[src/rtl/sar_pkg.sv]
// Shared types and helpers for the SAR conversion controller.
package sar_pkg;

    // Controller states, in conversion order.
    typedef enum logic [2:0] {
        ST_IDLE   = 3'd0,
        ST_SAMPLE = 3'd1,
        ST_COMP   = 3'd2,
        ST_RST    = 3'd3,
        ST_DONE   = 3'd4
    } sar_state_e;

    // Default geometry of the converter.
    localparam int unsigned SAR_N_BITS_DEF        = 8;
    localparam int unsigned SAR_SAMPLE_CYCLES_DEF = 2;
    localparam int unsigned SAR_TIMEOUT_DEF       = 15;

    // Width of a counter that must be able to hold max_val.
    function automatic int unsigned sar_cnt_w(input int unsigned max_val);
        return (max_val == 0) ? 1 : $clog2(max_val + 1);
    endfunction

    // Timeout counter width for the default timeout.
    localparam int unsigned SAR_TMO_W_DEF = sar_cnt_w(SAR_TIMEOUT_DEF);

endpackage

[src/rtl/sar_sync.sv]
// Two-flop synchroniser for one asynchronous comparator output.
module sar_sync (
    input  logic clk,
    input  logic rst_n,
    input  logic d_i,
    output logic q_o
);

    logic meta_q;
    logic sync_q;

    // First flop may go metastable; second flop gives it a full cycle to settle.
    always_ff @(posedge clk) begin
        if (!rst_n) begin
            meta_q <= 1'b0;
            sync_q <= 1'b0;
        end else begin
            meta_q <= d_i;
            sync_q <= meta_q;
        end
    end

    assign q_o = sync_q;

endmodule

[src/rtl/sar_logic.sv]
// Successive-approximation controller: samples, drives the comparator clock,
// binary-searches the DAC code and reports the result with a valid strobe.
module sar_logic
    import sar_pkg::*;
#(
    parameter int unsigned N_BITS        = SAR_N_BITS_DEF,
    parameter int unsigned SAMPLE_CYCLES = SAR_SAMPLE_CYCLES_DEF,
    parameter int unsigned TIMEOUT       = SAR_TIMEOUT_DEF
) (
    input  logic              clk,
    input  logic              rst_n,
    input  logic              start,
    input  logic              dout_p,
    input  logic              dout_n,
    output logic              comp_clk,
    output logic              sample,
    output logic [N_BITS-1:0] dac_code,
    output logic [N_BITS-1:0] result,
    output logic              valid,
    output logic              busy,
    output logic              err_meta
);

    localparam int unsigned TMO_W = sar_cnt_w(TIMEOUT);
    localparam int unsigned SMP_W = sar_cnt_w(SAMPLE_CYCLES);
    localparam int unsigned IDX_W = (N_BITS > 1) ? $clog2(N_BITS) : 1;

    localparam logic [TMO_W-1:0] TMO_LAST = TMO_W'(TIMEOUT - 1);
    localparam logic [SMP_W-1:0] SMP_LAST = SMP_W'(SAMPLE_CYCLES - 1);
    localparam logic [IDX_W-1:0] IDX_MSB  = IDX_W'(N_BITS - 1);

    sar_state_e        state_q, state_d;
    logic [IDX_W-1:0]  idx_q, idx_d;
    logic [IDX_W-1:0]  idx_m1;
    logic [TMO_W-1:0]  tmo_q, tmo_d;
    logic [SMP_W-1:0]  smp_q, smp_d;
    logic [N_BITS-1:0] dac_q, dac_d;
    logic [N_BITS-1:0] result_q, result_d;
    logic              err_q, err_d;
    logic              comp_clk_q, comp_clk_d;
    logic              sample_q, sample_d;
    logic              valid_q, valid_d;
    logic              busy_q, busy_d;

    logic              sync_p;
    logic              sync_n;
    logic              dec_keep;
    logic              dec_illegal;
    logic              quiet;
    logic              tmo_hit;

    // Comparator outputs are asynchronous; only synchronised copies reach the FSM.
    sar_sync u_sync_p (
        .clk   (clk),
        .rst_n (rst_n),
        .d_i   (dout_p),
        .q_o   (sync_p)
    );

    sar_sync u_sync_n (
        .clk   (clk),
        .rst_n (rst_n),
        .d_i   (dout_n),
        .q_o   (sync_n)
    );

    // Decode of the synchronised comparator pair and the timeout condition.
    assign dec_keep    = sync_p & ~sync_n;
    assign dec_illegal = sync_p & sync_n;
    assign quiet       = ~sync_p & ~sync_n;
    assign tmo_hit     = (tmo_q == TMO_LAST);
    assign idx_m1      = idx_q - IDX_W'(1);

    // Next-state, datapath and registered-output decode.
    always_comb begin
        state_d  = state_q;
        idx_d    = idx_q;
        dac_d    = dac_q;
        result_d = result_q;
        err_d    = err_q;
        tmo_d    = tmo_q + TMO_W'(1);
        smp_d    = smp_q + SMP_W'(1);

        unique case (state_q)
            ST_IDLE: begin
                if (start) begin
                    err_d   = 1'b0;
                    state_d = ST_SAMPLE;
                end
            end

            ST_SAMPLE: begin
                if (smp_q == SMP_LAST) begin
                    dac_d             = '0;
                    dac_d[N_BITS-1]   = 1'b1;
                    idx_d             = IDX_MSB;
                    state_d           = ST_COMP;
                end
            end

            ST_COMP: begin
                // A stuck comparator resolves as 0 once the timeout expires.
                if (!quiet || tmo_hit) begin
                    dac_d[idx_q] = dec_keep;
                    if (dec_illegal || quiet) begin
                        err_d = 1'b1;
                    end
                    if (idx_q != '0) begin
                        dac_d[idx_m1] = 1'b1;
                    end
                    state_d = ST_RST;
                end
            end

            ST_RST: begin
                // Wait for the comparator to precharge before the next evaluation.
                if (quiet || tmo_hit) begin
                    if (!quiet) begin
                        err_d = 1'b1;
                    end
                    if (idx_q != '0) begin
                        idx_d   = idx_m1;
                        state_d = ST_COMP;
                    end else begin
                        result_d = dac_q;
                        state_d  = ST_DONE;
                    end
                end
            end

            ST_DONE: begin
                state_d = ST_IDLE;
            end

            default: begin
                state_d = ST_IDLE;
            end
        endcase

        // Both phase counters restart on every state entry.
        if (state_d != state_q) begin
            tmo_d = '0;
            smp_d = '0;
        end

        comp_clk_d = (state_d == ST_COMP);
        sample_d   = (state_d == ST_SAMPLE);
        valid_d    = (state_d == ST_DONE);
        busy_d     = (state_d != ST_IDLE);
    end

    // State and output registers; reset aborts any conversion in progress.
    always_ff @(posedge clk) begin
        if (!rst_n) begin
            state_q    <= ST_IDLE;
            idx_q      <= '0;
            tmo_q      <= '0;
            smp_q      <= '0;
            dac_q      <= '0;
            result_q   <= '0;
            err_q      <= 1'b0;
            comp_clk_q <= 1'b0;
            sample_q   <= 1'b0;
            valid_q    <= 1'b0;
            busy_q     <= 1'b0;
        end else begin
            state_q    <= state_d;
            idx_q      <= idx_d;
            tmo_q      <= tmo_d;
            smp_q      <= smp_d;
            dac_q      <= dac_d;
            result_q   <= result_d;
            err_q      <= err_d;
            comp_clk_q <= comp_clk_d;
            sample_q   <= sample_d;
            valid_q    <= valid_d;
            busy_q     <= busy_d;
        end
    end

    assign comp_clk = comp_clk_q;
    assign sample   = sample_q;
    assign dac_code = dac_q;
    assign result   = result_q;
    assign valid    = valid_q;
    assign busy     = busy_q;
    assign err_meta = err_q;

endmodule

[config.mk]
export PLATFORM = sky130hd
export DESIGN_NAME = sar_logic
export DESIGN_NICKNAME = d
export VERILOG_FILES = /design/src/rtl/sar_pkg.sv /design/src/rtl/sar_sync.sv /design/src/rtl/sar_logic.sv
export SDC_FILE = /design/constraint.sdc
export NUM_CORES = 1
export LEC_CHECK = 0
export CORE_MARGIN = 2
export CORE_UTILIZATION = 45
export DETAILED_ROUTE_END_ITERATION = 10
export PLACE_DENSITY_LB_ADDON = 0.3
export REMOVE_ABC_BUFFERS = 1
export SLEW_MARGIN = 20
export SYNTH_ARGS = -nofsm -noshare
export SYNTH_HDL_FRONTEND = slang
export SYNTH_HIERARCHICAL = 1
export SYNTH_SLANG_ARGS = --single-unit
[constraint.sdc]
create_clock -name clk -period 5.5 [get_ports clk]
set_clock_uncertainty 0.05 [all_clocks]
set_input_delay 1.375 -clock clk [delete_from_list [all_inputs] [get_ports clk]]
set_output_delay 1.375 -clock clk [all_outputs]
set_load 0.03 [all_outputs]
; ---- Yosys cells after proc, flatten, opt, wreduce, memory -nomap -nowiden
; Index checks and enable logic that the tools add are counted.
[word_totals]
regBits = 37
latch_bits = 0
ramBits = 0
romBits = 0
word_cells = 88
mem_count = 0
[classes]
add_sub_neg = 3
multipliers = 0
div_mod_pow = 0
n_lt_le_gt_ge = 4
eq_ne = 16
shifts = 0
muxes = 25
bitwise = 8
reduce_logical = 17
[ops]
columns = operator, n
row1 = 2-to-1 mux 3 bit, 8
row2 = 2-to-1 mux 8 bit, 3
row3 = case mux 8 bit (2 select lines), 1
row4 = "!= test 2 bit, second input constant", 7
row5 = case mux 3 bit (4 select lines), 1
row6 = "== test 3 x 2 -> 1 bit, second input constant", 3
row7 = nonzero test 3 bit, 3
row8 = bitwise mux 8 bit, 1
row9 = "less-than comparator 3 x 4 -> 1 bit, second input constant", 2
row10 = bitwise OR 8 bit, 1
row11 = 2-to-1 mux 1 bit, 7
row12 = demux 1 bit (select 3 bit), 2
row13 = "== test 3 x 1 -> 1 bit, second input constant", 2
row14 = "greater-or-equal comparator 3 x 1 -> 1 bit, second input constant", 2
row15 = case mux 3 bit (2 select lines), 1
row16 = AND reduction 3 bit, 2
row17 = AND reduction 6 bit, 1
row18 = "adder 4 x 1 -> 4 bit, second input constant", 1
row19 = "== test 4 bit, second input constant", 1
row20 = inverter 1 bit, 4
row21 = AND reduction 4 bit, 1
row22 = nonzero test 2 bit, 2
row23 = AND 1 bit, 3
row24 = "== test 3 bit, second input constant", 1
row25 = 10 further kinds, 13

; ---- Depth between registers and ports, before layout
; Gate-level depths: netlist (run 1).
[depth]
ltp_word = 9
depth_mapped = 7
depth_no_buf = 6

; ---- Hierarchy
; The synthesis (run 1) kept the hierarchy.
[by_module_without_submodules]
columns = module, n_inst, cells_per_inst, area_each_um2, seq_area_each_um2
row1 = sar_logic, 1, 189, 1747.9, 660.6
row2 = sar_sync, 2, 4, 52.6, 40.0

; ---- Least setup slack after synthesis (run 1)
; Ideal clock, no wire load.
[synth_timing]
kind = in2reg
startpoint = input rst_n
endpoint = register dac_q[1] (netlist: dac_code[1])
setup_time_ps = 122
t_arrival_ps = 2263
required_ps = 5328
setup_slack_ps = 3065
cell_stages = 5
path_buffers = 1
path_cell_list = buf_2 > and4bb_1 > o21ai_1 > a31oi_1 > a221o_1
[synth_lines]
columns = item, line
row1 = from (decl), sar_logic.sv:11  ; input logic rst_n,
row2 = to (signal assigned), sar_logic.sv:159  ; dac_q <= '0;
row3 = to (signal assigned), sar_logic.sv:171  ; dac_q <= dac_d;
row4 = to (decl), sar_logic.sv:37  ; logic [N_BITS-1:0] dac_q, dac_d;

==> results of run 1 <==
[state kept, by name, summed over array words and instances, names as in the netlist]
signal and count:
dac_code 8, result 8, tmo_q 4, busy 1
u_sync_n/meta_q 1, sample 1, idx_q 3, u_sync_p/meta_q 1
valid 1, comp_clk 1, u_sync_p/q_o 1, u_sync_n/q_o 1
state_q 3, smp_q 2, err_meta 1
[worst min path at each step]
stage / from / to / slack [ns] / cells after the start
floorplan: smp_q[0]$_SDFF_PP0_ / smp_q[0]$_SDFF_PP0_ / 0.35 / 1
global placement: u_sync_p/meta_q$_SDFF_PN0_ / u_sync_p/q_o$_SDFF_PN0_ / 0.37 / 1
detailed placement: smp_q[0]$_SDFF_PP0_ / smp_q[0]$_SDFF_PP0_ / 0.37 / 1
CTS: smp_q[0]$_SDFF_PP0_ / smp_q[0]$_SDFF_PP0_ / 0.38 / 1
global route: u_sync_n/meta_q$_SDFF_PN0_ / u_sync_n/q_o$_SDFF_PN0_ / 0.41 / 1
finish: smp_q[0]$_SDFF_PP0_ / smp_q[0]$_SDFF_PP0_ / 0.38 / 1
[placed cells by master (no fill, tap or decap), types with 2 or more instances in the layout]
cell                               n
sky130_fd_sc_hd__a41oi_1           2
sky130_fd_sc_hd__nor2_1           13
sky130_fd_sc_hd__a21oi_1           5
sky130_fd_sc_hd__nor3b_1           5
sky130_fd_sc_hd__o32ai_1           2
sky130_fd_sc_hd__clkdlybuf4s50_1  25
sky130_fd_sc_hd__mux2i_1           3
sky130_fd_sc_hd__o21ai_0           6
sky130_fd_sc_hd__a32oi_1           3
sky130_fd_sc_hd__nand2_1           9
sky130_fd_sc_hd__and3_4            2
sky130_fd_sc_hd__and2_1            5
sky130_fd_sc_hd__nand3_1           8
sky130_fd_sc_hd__a31o_2            2
sky130_fd_sc_hd__a211oi_1          2
sky130_fd_sc_hd__inv_1             9
sky130_fd_sc_hd__nand2b_1          5
sky130_fd_sc_hd__a22oi_1           2
sky130_fd_sc_hd__ha_1              7
sky130_fd_sc_hd__nor3_1            2
sky130_fd_sc_hd__o31ai_1           2
sky130_fd_sc_hd__a31oi_1           2
sky130_fd_sc_hd__a21boi_0          3
sky130_fd_sc_hd__a22o_1            8
sky130_fd_sc_hd__nor2b_1           8
sky130_fd_sc_hd__and3_1            2
sky130_fd_sc_hd__clkbuf_8          7
sky130_fd_sc_hd__dfxtp_1          37
sky130_fd_sc_hd__a221o_1           4
sky130_fd_sc_hd__o211ai_1          2
[power by group through the flow]
| stage | clock network [mW] | registers, mW | logic, mW |
|---|---|---|---|
| final | 0.208 | 0.298 | 0.0983 |
| after global routing | 0.226 | 0.300 | 0.109 |
| after CTS | 0.215 | 0.298 | 0.0984 |
| after detailed placement | 0 | 0.304 | 0.0974 |
| after global placement | 0 | 0.304 | 0.0963 |
| after floorplan | 0 | 0.305 | 0.0658 |
[synth_stat cells (all sizes together) (2+ instances only)]
cell,n
nand3,8
a21boi,5
buf,5
a21oi,6
a31oi,3
o32ai,2
dfxtp,37
a31o,3
a221o,4
and3,4
nor3,3
nor2,13
ha,7
and2,6
o31ai,2
nand2b,5
a41oi,2
nand2,9
a211oi,2
o211ai,3
inv,10
o21ai,7
a22oi,2
nor3b,6
clkbuf,3
mux2i,3
nor2b,9
a32oi,3
a22o,8
[metal layers]
layer / track usage / vias to the layer above / routed length, microns
li1: - / 775 / -
met1: 0.259 / 731 / 1900
met2: 0.317 / 32 / 1980
met3: 0.0493 / 6 / 131
met4: 0.0750 / 0 / 62
met5: 0 / - / 0
[worst max-delay path, cell delays in order]
cell and delay, ns:
sky130_fd_sc_hd__clkdlybuf4s50_1 0.73, sky130_fd_sc_hd__clkinv_1 0.33, sky130_fd_sc_hd__or4_4 0.58, sky130_fd_sc_hd__o211ai_2 0.07
[logic make-up after synthesis]
group | share of synthesized area
compound gates | 0.248
xor+xnor | 0.00945
fa+ha+maj | 0.0473
buf+inv | 0.0486
flops | 0.400
mux | 0.0223
simple gates | 0.225
[cell type report]
cell class / count / area [sq um] / share of cell area
Multi-Input combinational cell: 141 / 1020 / 0.461
Sequential cell: 37 / 741 / 0.334
Timing Repair Buffer: 25 / 250 / 0.113
Clock buffer: 7 / 96.3 / 0.0434
Tap cell: 50 / 62.6 / 0.0282
Inverter: 11 / 41.3 / 0.0186
Clock inverter: 1 / 5.00 / 0.00226
[metrics by stage]
stage	std cells	total power, mW
floorplan	189	0.371
global placement	264	0.400
detailed placement	264	0.401
CTS	272	0.611
global route	272	0.635
finish	272	0.605
==> impl_metrics.sql, run 1 <==
INSERT INTO impl_metrics (metric_group, metric, value, unit) VALUES
('synthesis', 'number_of_enable_flip_flop_cells_after_synthesis', '0', ''),
('cts', 'cts_setup_buffers', '0', ''),
('cts', 'number_of_gates_resized_after_cts', '0', ''),
('cts', 'post_cts_hold_buffer_count', '0', ''),
('timing', 'max_slew_headroom', '0.611', ''),
('worst_setup_path', 'worst_r2r_endpoint', 'smp_q[1]$_SDFF_PP0_', ''),
('detailed_routing', 'dr_total_vias', '1544', ''),
('power', 'switching_share', '0.281', ''),
('cts', 'cts_made_buffers', '5', ''),
('timing', 'finalHoldViolations', '0', ''),
('synthesis', 'netlist_area', '1850', 'sq um'),
('timing', 'final.hold.worst_slack', '0.380', 'ns'),
('placed_design', 'placed_cell_area', '2120', 'sq um'),
('floorplan', 'i_o_pin_count', '26', ''),
('timing', 'finalSetupViolCount', '0', ''),
('timing', 'rsz_0062_raised_after_global_routing', 'false', ''),
('timing', 'final_max_slew_viol_count', '0', ''),
('power', 'p_int', '0.434', 'mW'),
('placed_design', 'dpl_worst_slack', '2.28', 'ns'),
('cts', 'clk-insertion-delay-late', '0.29', 'ns'),
('worst_setup_path', 'critical_path_peak_fanout', '14', ''),
('worst_setup_path', 'criticalPathCategory', 'in -> reg', ''),
('detailed_routing', 'drt_pre_antenna_iters', '4', ''),
('synthesis', 'synthArstFlopShare', '0', ''),
('global_routing', 'grt-ovfl-total', '0', ''),
('worst_setup_path', 'critPathLaunchType', 'input pin', ''),
('detailed_routing', 'wirelength', '4.08', 'mm'),
('detailed_routing', 'route.detailed.vias_per_inst', '5.68', ''),
('synthesis', 'synthDistinctLibCells', '60', ''),
('worst_setup_path', 'worstReg2RegStart', 'idx_q[0]$_SDFFE_PN0P_', ''),
('power', 'comb_power_share', '0.163', ''),
('timing', 'finalWorstPathRequiredPeriod', '2.92', 'ns'),
('power', 'share_clk_of_total_power', '0.344', ''),
('placed_design', 'dpl.hpwl', '2.86', 'mm'),
('timing', 'fin_setup_tns', '0', 'ns'),
('layout', 'final_core_util', '0.559', ''),
('synthesis', 'post_synth_inst_count', '197', ''),
('worst_setup_path', 'timing.critical_path.from', 'rst_n', ''),
('cts', 'clock_tree.buffer_depth', '2', ''),
('layout', 'antenna_cells_inserted', '0', ''),
('detailed_routing', 'wl_per_cell', '15.0', 'microns'),
('worst_setup_path', 'endpoint_kind', 'flop', ''),
('layout', 'fillCellCount', '370', ''),
('floorplan', 'placement_rows', '23', ''),
('floorplan', 'chipWidth', '68.2', 'microns'),
('run_status', 'run_status', 'finished, final reports clean', ''),
('synthesis', 'synth_seq_cells', '37', ''),
('worst_hold_path', 'timing.hold.worst.class', 'reg -> reg', ''),
('synthesis', 'syn_avg_cell_area', '9.41', 'sq um'),
('global_routing', 'number_of_antenna_violations_at_the_first_check_in_global_routing', '0', ''),
('detailed_routing', 'first_iter_violations', '127', ''),
('timing', 'worst_slew_pin_slew', '0.579', 'ns'),
('floorplan', 'die_height', '68.2', 'microns'),
('synthesis', 'synth_seq_area_share', '0.400', ''),
('worst_setup_path', 'worstRegToRegCells', '5', ''),
('timing', 'max_clock_freq', '342', 'MHz'),
('cts', 'cts_tree', 'done', ''),
('floorplan', 'core', '3970', 'sq um'),
('worst_setup_path', 'cp.required', '5.67', 'ns'),
('worst_setup_path', 'endpoint', 'dac_code[4]$_SDFFE_PN0P_', ''),
('floorplan', 'initial_core_utilization', '0.467', ''),
('worst_setup_path', 'setup.reg_to_reg.worst_slack', '3.27', 'ns'),
('cts', 'htree_levels', '2', ''),
('synthesis', 'dominantRegCellSynth', 'sky130_fd_sc_hd__dfxtp_1', ''),
('layout', 'area_delta_synth_final', '19.7', '%'),
('floorplan', 'die_area', '4650', 'sq um'),
('synthesis', 'synthesis.yosys.warnings', '6', ''),
('layout', 'layout_cell_area_excl_fill', '2220', 'sq um'),
('power', 'p_sw', '0.170', 'mW'),
('cts', 'root_buffer', 'sky130_fd_sc_hd__clkbuf_8', ''),
('synthesis', 'synth.top_cell.area_share', '0.400', '');
(Power assumes the default switching activity.)
==> inputs of run 2 (changes only) <==
- clock period: 5.5 -> 2.7 ns (I/O delays scaled with it)
==> run 2 against run 1 <==
Compared with the run above: clock power increased by 140%; via count decreased by 1.4%; first-iteration DRC count decreased by 33%; non-clock buffer count increased by 2; global-route usage decreased by 0.11 points; setup slack got worse by 2.1 ns; critical path depth increased by 1.
==> impl_metrics.sql, run 2 (synthesized netlist as in run 1, its figures left out) <==
INSERT INTO impl_metrics (metric_group, metric, value, unit) VALUES
('run_status', 'run_status', 'finished, final reports clean', ''),
('timing', 'finalSetupViolCount', '0', ''),
('cts', 'clock_tree.buffer_depth', '2', ''),
('timing', 'finalHoldViolations', '0', ''),
('cts', 'post_cts_hold_buffer_count', '0', ''),
('timing', 'fin_setup_tns', '0', 'ns'),
('flow_run', 'cap_viol_max_count', '0', ''),
('timing', 'final_max_slew_viol_count', '0', ''),
('global_routing', 'number_of_antenna_violations_at_the_first_check_in_global_routing', '0', ''),
('layout', 'post_route_cells_drive_above_1_share', '0.107', ''),
('placed_design', 'gp_congestion', '0.871', ''),
('layout', 'final_cell_mix', '37 x sky130_fd_sc_hd__dfxtp_1, 25 x sky130_fd_sc_hd__clkdlybuf4s50_1, 13 x sky130_fd_sc_hd__nor2_1', ''),
('cts', 'cts_tree', 'done', ''),
('floorplan', 'initial_core_utilization', '0.467', ''),
('cts', 'path_clk_slew', '0.07', 'ns'),
('detailed_routing', 'drt_drc_violations_left', '0', ''),
('power', 'power_per_unit_of_standard_cell_area', '578', 'nW/um^2'),
('cts', 'cts_sink_cnt', '37', ''),
('worst_setup_path', 'endpoint', 'dac_code[5]$_SDFFE_PN0P_', ''),
('power', 'switching_share', '0.264', ''),
('global_routing', 'grt_start_max_net_pins', '17', ''),
('global_routing', 'grt-ovfl-total', '0', ''),
('power', 'max-vdd-ir-drop', '0.000282', 'V'),
('global_routing', 'grt_pass1_wl', '6.66', 'mm'),
('timing', 'final.hold.worst_slack', '0.387', 'ns'),
('floorplan', 'core', '3970', 'sq um'),
('timing', 'finalWorstPathRequiredPeriod', '2.23', 'ns'),
('cts', 'number_of_gates_resized_after_cts', '0', ''),
('cts', 'root_buffer', 'sky130_fd_sc_hd__clkbuf_8', ''),
('worst_setup_path', 'timing.critical_path.from', 'idx_q[0]$_SDFFE_PN0P_', ''),
('worst_setup_path', 'cp_cell_sequence', 'inv_1 > ha_1 > nor2b_1 > a221o_1 > a32o_1', ''),
('detailed_routing', 'route.detailed.vias_per_inst', '5.56', ''),
('timing', 'timing.final.crit_share', '0.825', ''),
('layout', 'area_delta_synth_final', '21.3', '%'),
('power', 'report.power.total', '1.30', 'mW'),
('timing', 'worst_slew_pin_slew', '0.560', 'ns'),
('layout', 'design.final.nets', '235', ''),
('detailed_routing', 'first_iter_violations', '85', ''),
('floorplan', 'chipWidth', '68.2', 'microns'),
('worst_setup_path', 'cp.required', '2.84', 'ns'),
('worst_setup_path', 'critPathLaunchType', 'flop', ''),
('cts', 'cts_made_buffers', '5', ''),
('detailed_routing', 'dr_total_vias', '1523', ''),
('detailed_routing', 'drt_pre_antenna_iters', '4', ''),
('worst_setup_path', 'cp.depth', '5', ''),
('global_routing', 'vias_in_the_first_global_route', '1400', ''),
('worst_setup_path', 'worst_r2r_endpoint', 'dac_code[5]$_SDFFE_PN0P_', ''),
('cts', 'clk-insertion-delay-late', '0.29', 'ns'),
('layout', 'layout_cell_area_excl_fill', '2250', 'sq um'),
('detailed_routing', 'wl_per_cell', '14.4', 'microns'),
('timing', 'rsz_0062_raised_after_global_routing', 'false', ''),
('worst_setup_path', 'worstReg2RegStart', 'idx_q[0]$_SDFFE_PN0P_', ''),
('timing', 'max_clock_freq', '449', 'MHz'),
('worst_setup_path', 'critical_path.top_delay_family', 'flip-flops', ''),
('floorplan', 'die_height', '68.2', 'microns'),
('cts', 'cts_setup_buffers', '0', ''),
('cts', 'htree_levels', '2', ''),
('layout', 'antenna_cells_inserted', '0', ''),
('power', 'leakage', '0.828', 'nW'),
('power', 'p_int', '0.956', 'mW'),
('timing', 'max_slew_headroom', '0.624', ''),
('worst_setup_path', 'criticalPathCategory', 'reg -> reg', ''),
('power', 'p_sw', '0.343', 'mW'),
('worst_setup_path', 'critical_path_peak_fanout', '16', ''),
('placed_design', 'placement.io_buffers', '25', ''),
('floorplan', 'i_o_pin_count', '26', ''),
('power', 'seqPwrFrac', '0.467', ''),
('global_routing', 'grt_usage', '0.198', ''),
('worst_setup_path', 'endpoint_kind', 'flop', ''),
('layout', 'layout_commonest_cell', 'sky130_fd_sc_hd__dfxtp_1', ''),
('floorplan', 'placement_rows', '23', ''),
('floorplan', 'die_area', '4650', 'sq um'),
('placed_design', 'dpl.hpwl', '2.79', 'mm'),
('power', 'comb_power_share', '0.154', ''),
('detailed_routing', 'ant_nets', '0', ''),
('worst_setup_path', 'critical_path_max_stage_delay', '0.64', 'ns'),
('power', 'share_clk_of_total_power', '0.379', ''),
('layout', 'final_core_util', '0.566', ''),
('detailed_routing', 'wirelength', '3.93', 'mm'),
('worst_setup_path', 'worstRegToRegCells', '5', ''),
('worst_hold_path', 'timing.hold.worst.class', 'reg -> reg', ''),
('worst_setup_path', 'critPathArrivalTime', '2.37', 'ns'),
('placed_design', 'placed_cell_area', '2130', 'sq um'),
('worst_setup_path', 'timing.critical_path.buf_inv', '1', ''),
('worst_setup_path', 'setup.reg_to_reg.worst_slack', '0.47', 'ns'),
('worst_hold_path', 'min-delay-start', 'u_sync_p/meta_q$_SDFF_PN0_', ''),
('worst_setup_path', 'critical-path-slowest-cell', 'sky130_fd_sc_hd__dfxtp_1', '');
run 2: changes by cell type in the layout (fill, tap and decap cells not counted):
| cell | change |
|---|---|
| sky130_fd_sc_hd__clkbuf_1 | +1 |
| sky130_fd_sc_hd__bufinv_16 | +1 |
| sky130_fd_sc_hd__clkbuf_8 | -1 |
| sky130_fd_sc_hd__buf_4 | +2 |
| sky130_fd_sc_hd__clkinv_2 | -1 |
run 2: routing by layer:
| layer | GRT usage | wire, microns | vias to the layer above |
|---|---|---|---|
| met5 | 0 | 0 | - |
| met4 | 0.0900 | 81 | 0 |
| met3 | 0.0592 | 164 | 8 |
| li1 | - | - | 783 |
| met1 | 0.244 | 1840 | 699 |
| met2 | 0.316 | 1850 | 33 |
run 2: power by group through the flow:
stage               clock network (mW)  logic [mW]  registers, mW
floorplan                            0       0.134          0.621
global placement                     0       0.197          0.618
detailed placement                   0       0.198          0.618
CTS                              0.507       0.199          0.606
global route                     0.534       0.224          0.611
finish                           0.492       0.200          0.607
run 2: how the worst min path moves through the flow:
stage / end / slack [ns] / depth (start not counted)
final: u_sync_p/q_o$_SDFF_PN0_ / 0.39 / 1
after detailed placement: u_sync_p/q_o$_SDFF_PN0_ / 0.38 / 1
after global placement: u_sync_p/q_o$_SDFF_PN0_ / 0.37 / 1
after global routing: smp_q[0]$_SDFF_PP0_ / 0.40 / 1
after floorplan: smp_q[0]$_SDFF_PP0_ / 0.35 / 1
after CTS: u_sync_p/q_o$_SDFF_PN0_ / 0.39 / 1
run 2: final cells by class:
type | count | area, sq um
multi-input cells | 141 | 1020
clock buffers | 7 | 86.3
clock inverters | 1 | 30.0
well taps | 50 | 62.6
fillers | 371 | 1720
flip-flops and latches | 37 | 741
repair buffers | 27 | 265
inverters | 11 | 41.3
run 2: through the flow:
step | std cells | setup slack (ns)
final | 274 | 0.472
after global routing | 274 | 0.238
after CTS | 274 | 0.502
after detailed placement | 266 | 0.401
after global placement | 266 | 0.426
after floorplan | 189 | 0.760
run 2: worst reg2reg max path, delay by kind of cell, from the launching register on:
| family | cells | cell delay [ns] |
|---|---|---|
| AOI/OAI and AO/OA | 2 | 0.61 |
| adders and majority gates | 1 | 0.44 |
| buffers and inverters | 1 | 0.19 |
| DFF | 1 | 0.64 |
| and+or+nand+nor | 1 | 0.19 |
==> inputs of run 3 (changes only) <==
- clock period: 2.7 -> 1.8 ns (I/O delays scaled with it)
==> run 3 against run 2 <==
Compared with the run above: utilization rose by 5.9 points; via count rose by 9.3%; sequential share of layout area fell by 3.1 points; count of clock-buffer cells in the layout fell by 2; critical path type is now reg -> out; largest cell class unchanged; largest power group unchanged.
==> impl_metrics.sql, run 3 (synthesized netlist as in run 1, its figures left out) <==
INSERT INTO impl_metrics (metric_group, metric, value, unit) VALUES
('run_status', 'run_status', 'finished, final reports clean', ''),
('power', 'max-vdd-ir-drop', '0.000382', 'V'),
('flow_run', 'cap_viol_max_count', '0', ''),
('floorplan', 'core', '3970', 'sq um'),
('layout', 'final_core_util', '0.625', ''),
('placed_design', 'gp_congestion', '0.851', ''),
('worst_setup_path', 'critPathLaunchType', 'flop', ''),
('detailed_routing', 'drt_pre_antenna_iters', '4', ''),
('global_routing', 'grt_use_met3', '0.0395', ''),
('worst_setup_path', 'timing.critical_path.buf_inv', '1', ''),
('floorplan', 'chipWidth', '68.2', 'microns'),
('detailed_routing', 'route.detailed.vias_per_inst', '5.57', ''),
('placed_design', 'placement.io_buffers', '25', ''),
('cts', 'post_cts_hold_buffer_count', '0', ''),
('placed_design', 'dpl.hpwl', '3.17', 'mm'),
('detailed_routing', 'first_iter_violations', '81', ''),
('timing', 'rsz_0062_raised_after_global_routing', 'false', ''),
('timing', 'timing.final.crit_share', '0.986', ''),
('timing', 'max_slew_headroom', '0.657', ''),
('worst_setup_path', 'setup.reg_to_reg.worst_slack', '0.09', 'ns'),
('timing', 'max_clock_freq', '563', 'MHz'),
('cts', 'clock_tree.buffer_depth', '2', ''),
('cts', 'clk-insertion-delay-late', '0.29', 'ns'),
('layout', 'post_route_cells_drive_above_1_share', '0.209', ''),
('global_routing', 'vias_in_the_first_global_route', '1585', ''),
('worst_setup_path', 'criticalPathCategory', 'reg -> out', ''),
('power', 'power_per_unit_of_standard_cell_area', '863', 'nW/um^2'),
('global_routing', 'grt_pass1_wl', '7.36', 'mm'),
('layout', 'area_delta_synth_final', '33.9', '%'),
('cts', 'path_clk_slew', '0.08', 'ns'),
('worst_setup_path', 'critical_path_max_stage_delay', '0.67', 'ns'),
('worst_setup_path', 'cp.required', '1.30', 'ns'),
('worst_setup_path', 'worstRegToRegCells', '6', ''),
('timing', 'finalWorstPathRequiredPeriod', '1.78', 'ns'),
('floorplan', 'i_o_pin_count', '26', ''),
('worst_hold_path', 'min-delay-start', 'smp_q[0]$_SDFF_PP0_', ''),
('layout', 'area_taken_by_multi_input_logic_gates', '1030', 'sq um'),
('cts', 'cts_made_buffers', '5', ''),
('detailed_routing', 'dr_total_vias', '1664', ''),
('worst_hold_path', 'timing.hold.worst.class', 'reg -> reg', ''),
('cts', 'htree_levels', '2', ''),
('worst_setup_path', 'endpoint_kind', 'output pin', ''),
('timing', 'finalSetupViolCount', '0', ''),
('cts', 'cts_sink_cnt', '37', ''),
('cts', 'cts_tree', 'done', ''),
('timing', 'finalHoldViolations', '0', ''),
('power', 'leakage', '1.18', 'nW'),
('cts', 'root_buffer', 'sky130_fd_sc_hd__clkbuf_8', ''),
('floorplan', 'initial_core_utilization', '0.467', ''),
('worst_setup_path', 'cp_cell_sequence', 'clkdlybuf4s50_1', ''),
('detailed_routing', 'drt_drc_violations_left', '0', ''),
('timing', 'final_max_slew_viol_count', '0', ''),
('detailed_routing', 'ant_nets', '0', ''),
('global_routing', 'grt_usage', '0.213', ''),
('layout', 'sequential_cell_area', '741', 'sq um'),
('worst_setup_path', 'critPathArrivalTime', '1.28', 'ns'),
('placed_design', 'dpl_worst_slack', '-0.168', 'ns'),
('floorplan', 'die_height', '68.2', 'microns'),
('detailed_routing', 'wl_per_cell', '14.6', 'microns'),
('global_routing', 'number_of_antenna_violations_at_the_first_check_in_global_routing', '0', ''),
('layout', 'fillCellCount', '346', ''),
('worst_setup_path', 'critical_path.top_delay_family', 'buffers and inverters', ''),
('worst_hold_path', 'worstHoldPathCells', '1', ''),
('layout', 'design.final.nets', '260', ''),
('worst_setup_path', 'critical_path_peak_fanout', '1', ''),
('global_routing', 'grt_start_max_net_pins', '16', ''),
('worst_hold_path', 'endpoint_of_the_worst_hold_path', 'smp_q[0]$_SDFF_PP0_', ''),
('worst_setup_path', 'critical-path-slowest-cell', 'sky130_fd_sc_hd__clkdlybuf4s50_1', ''),
('timing', 'setup_ws', '0.0243', 'ns'),
('global_routing', 'grt_most_used_layer', 'met2', ''),
('layout', 'final_cell_mix', '37 x sky130_fd_sc_hd__dfxtp_1, 26 x sky130_fd_sc_hd__buf_4, 13 x sky130_fd_sc_hd__nor2_1', ''),
('global_routing', 'grt_use_met1', '0.253', ''),
('timing', 'worst_slew_pin_slew', '0.514', 'ns'),
('floorplan', 'placement_rows', '23', ''),
('global_routing', 'grt-ovfl-total', '0', ''),
('global_routing', 'gr-usage-met2', '0.383', ''),
('layout', 'antenna_cells_inserted', '0', ''),
('floorplan', 'die_area', '4650', 'sq um'),
('detailed_routing', 'wirelength', '4.37', 'mm'),
('worst_setup_path', 'worstReg2RegStart', 'tmo_q[0]$_SDFF_PP0_', ''),
('worst_setup_path', 'worst_r2r_endpoint', 'result[0]$_SDFFE_PN0P_', ''),
('layout', 'layout_commonest_cell', 'sky130_fd_sc_hd__dfxtp_1', '');
==> run 3: changes by cell type in the layout (fill, tap and decap cells not counted), sizes merged <==
cell,previous run,this run
buf,2,27
clkdlybuf4s50,25,5
dlygate4sd2,0,11
dlymetal6s2s,0,9
clkbuf,7,5
bufinv,1,2
clkinv,1,2
==> run 3: layer usage <==
| layer | wire length [microns] | vias up |
|---|---|---|
| li1 | - | 834 |
| met1 | 2020 | 800 |
| met2 | 2160 | 24 |
| met3 | 132 | 6 |
| met4 | 56 | 0 |
| met5 | 0 | - |
==> run 3: repair_timing <==
action,CTS,global route
buffers inserted,0,0
gates cloned,0,0
resized for setup,12,10
setup endpoints to repair,14,10
==> run 3: area by class of cell <==
| class | count | area share |
|---|---|---|
| multi-input cells | 141 | 0.415 |
| flip-flops and latches | 37 | 0.299 |
| clock inverters | 3 | 0.0262 |
| clock buffers | 5 | 0.0277 |
| inverters | 11 | 0.0166 |
| well taps | 50 | 0.0252 |
| repair buffers | 52 | 0.191 |
==> run 3: stage by stage <==
stage	cell area [sq um]	hold slack, ns	total power, mW	std cells	TNS, ns
2_1_floorplan	1800	0.355	1.13	189	-0.140
3_3_place_gp	2330	0.365	1.29	291	-0.939
3_5_place_dp	2330	0.372	1.30	291	-1.26
4_1_cts	2460	0.390	2.15	299	0
5_1_grt	2480	0.399	2.22	299	0
6_report	2480	0.387	2.14	299	0
==> run 3: report_power, final <==
group | internal [mW] | switching (mW) | total (mW) | leakage [nW]
sequential | 0.856 | 0.0334 | 0.889 | 0.301
clock | 0.551 | 0.307 | 0.858 | 0.0681
combinational | 0.184 | 0.211 | 0.394 | 0.814
total | 1.59 | 0.551 | 2.14 | 1.18
==> run 3: worst max-delay path by stage <==
stage,from,endpoint,slack [ns],cells after the start
finish,sample$_SDFF_PN0_,sample,0.02,1
detailed placement,rst_n,dac_code[1]$_SDFFE_PN0P_,-0.17,5
floorplan,idx_q[0]$_SDFFE_PN0P_,dac_code[5]$_SDFFE_PN0P_,-0.14,5
global placement,rst_n,dac_code[1]$_SDFFE_PN0P_,-0.14,5
global route,sample$_SDFF_PN0_,sample,0.003,1
CTS,result[5]$_SDFFE_PN0P_,result[5],0.0009,1
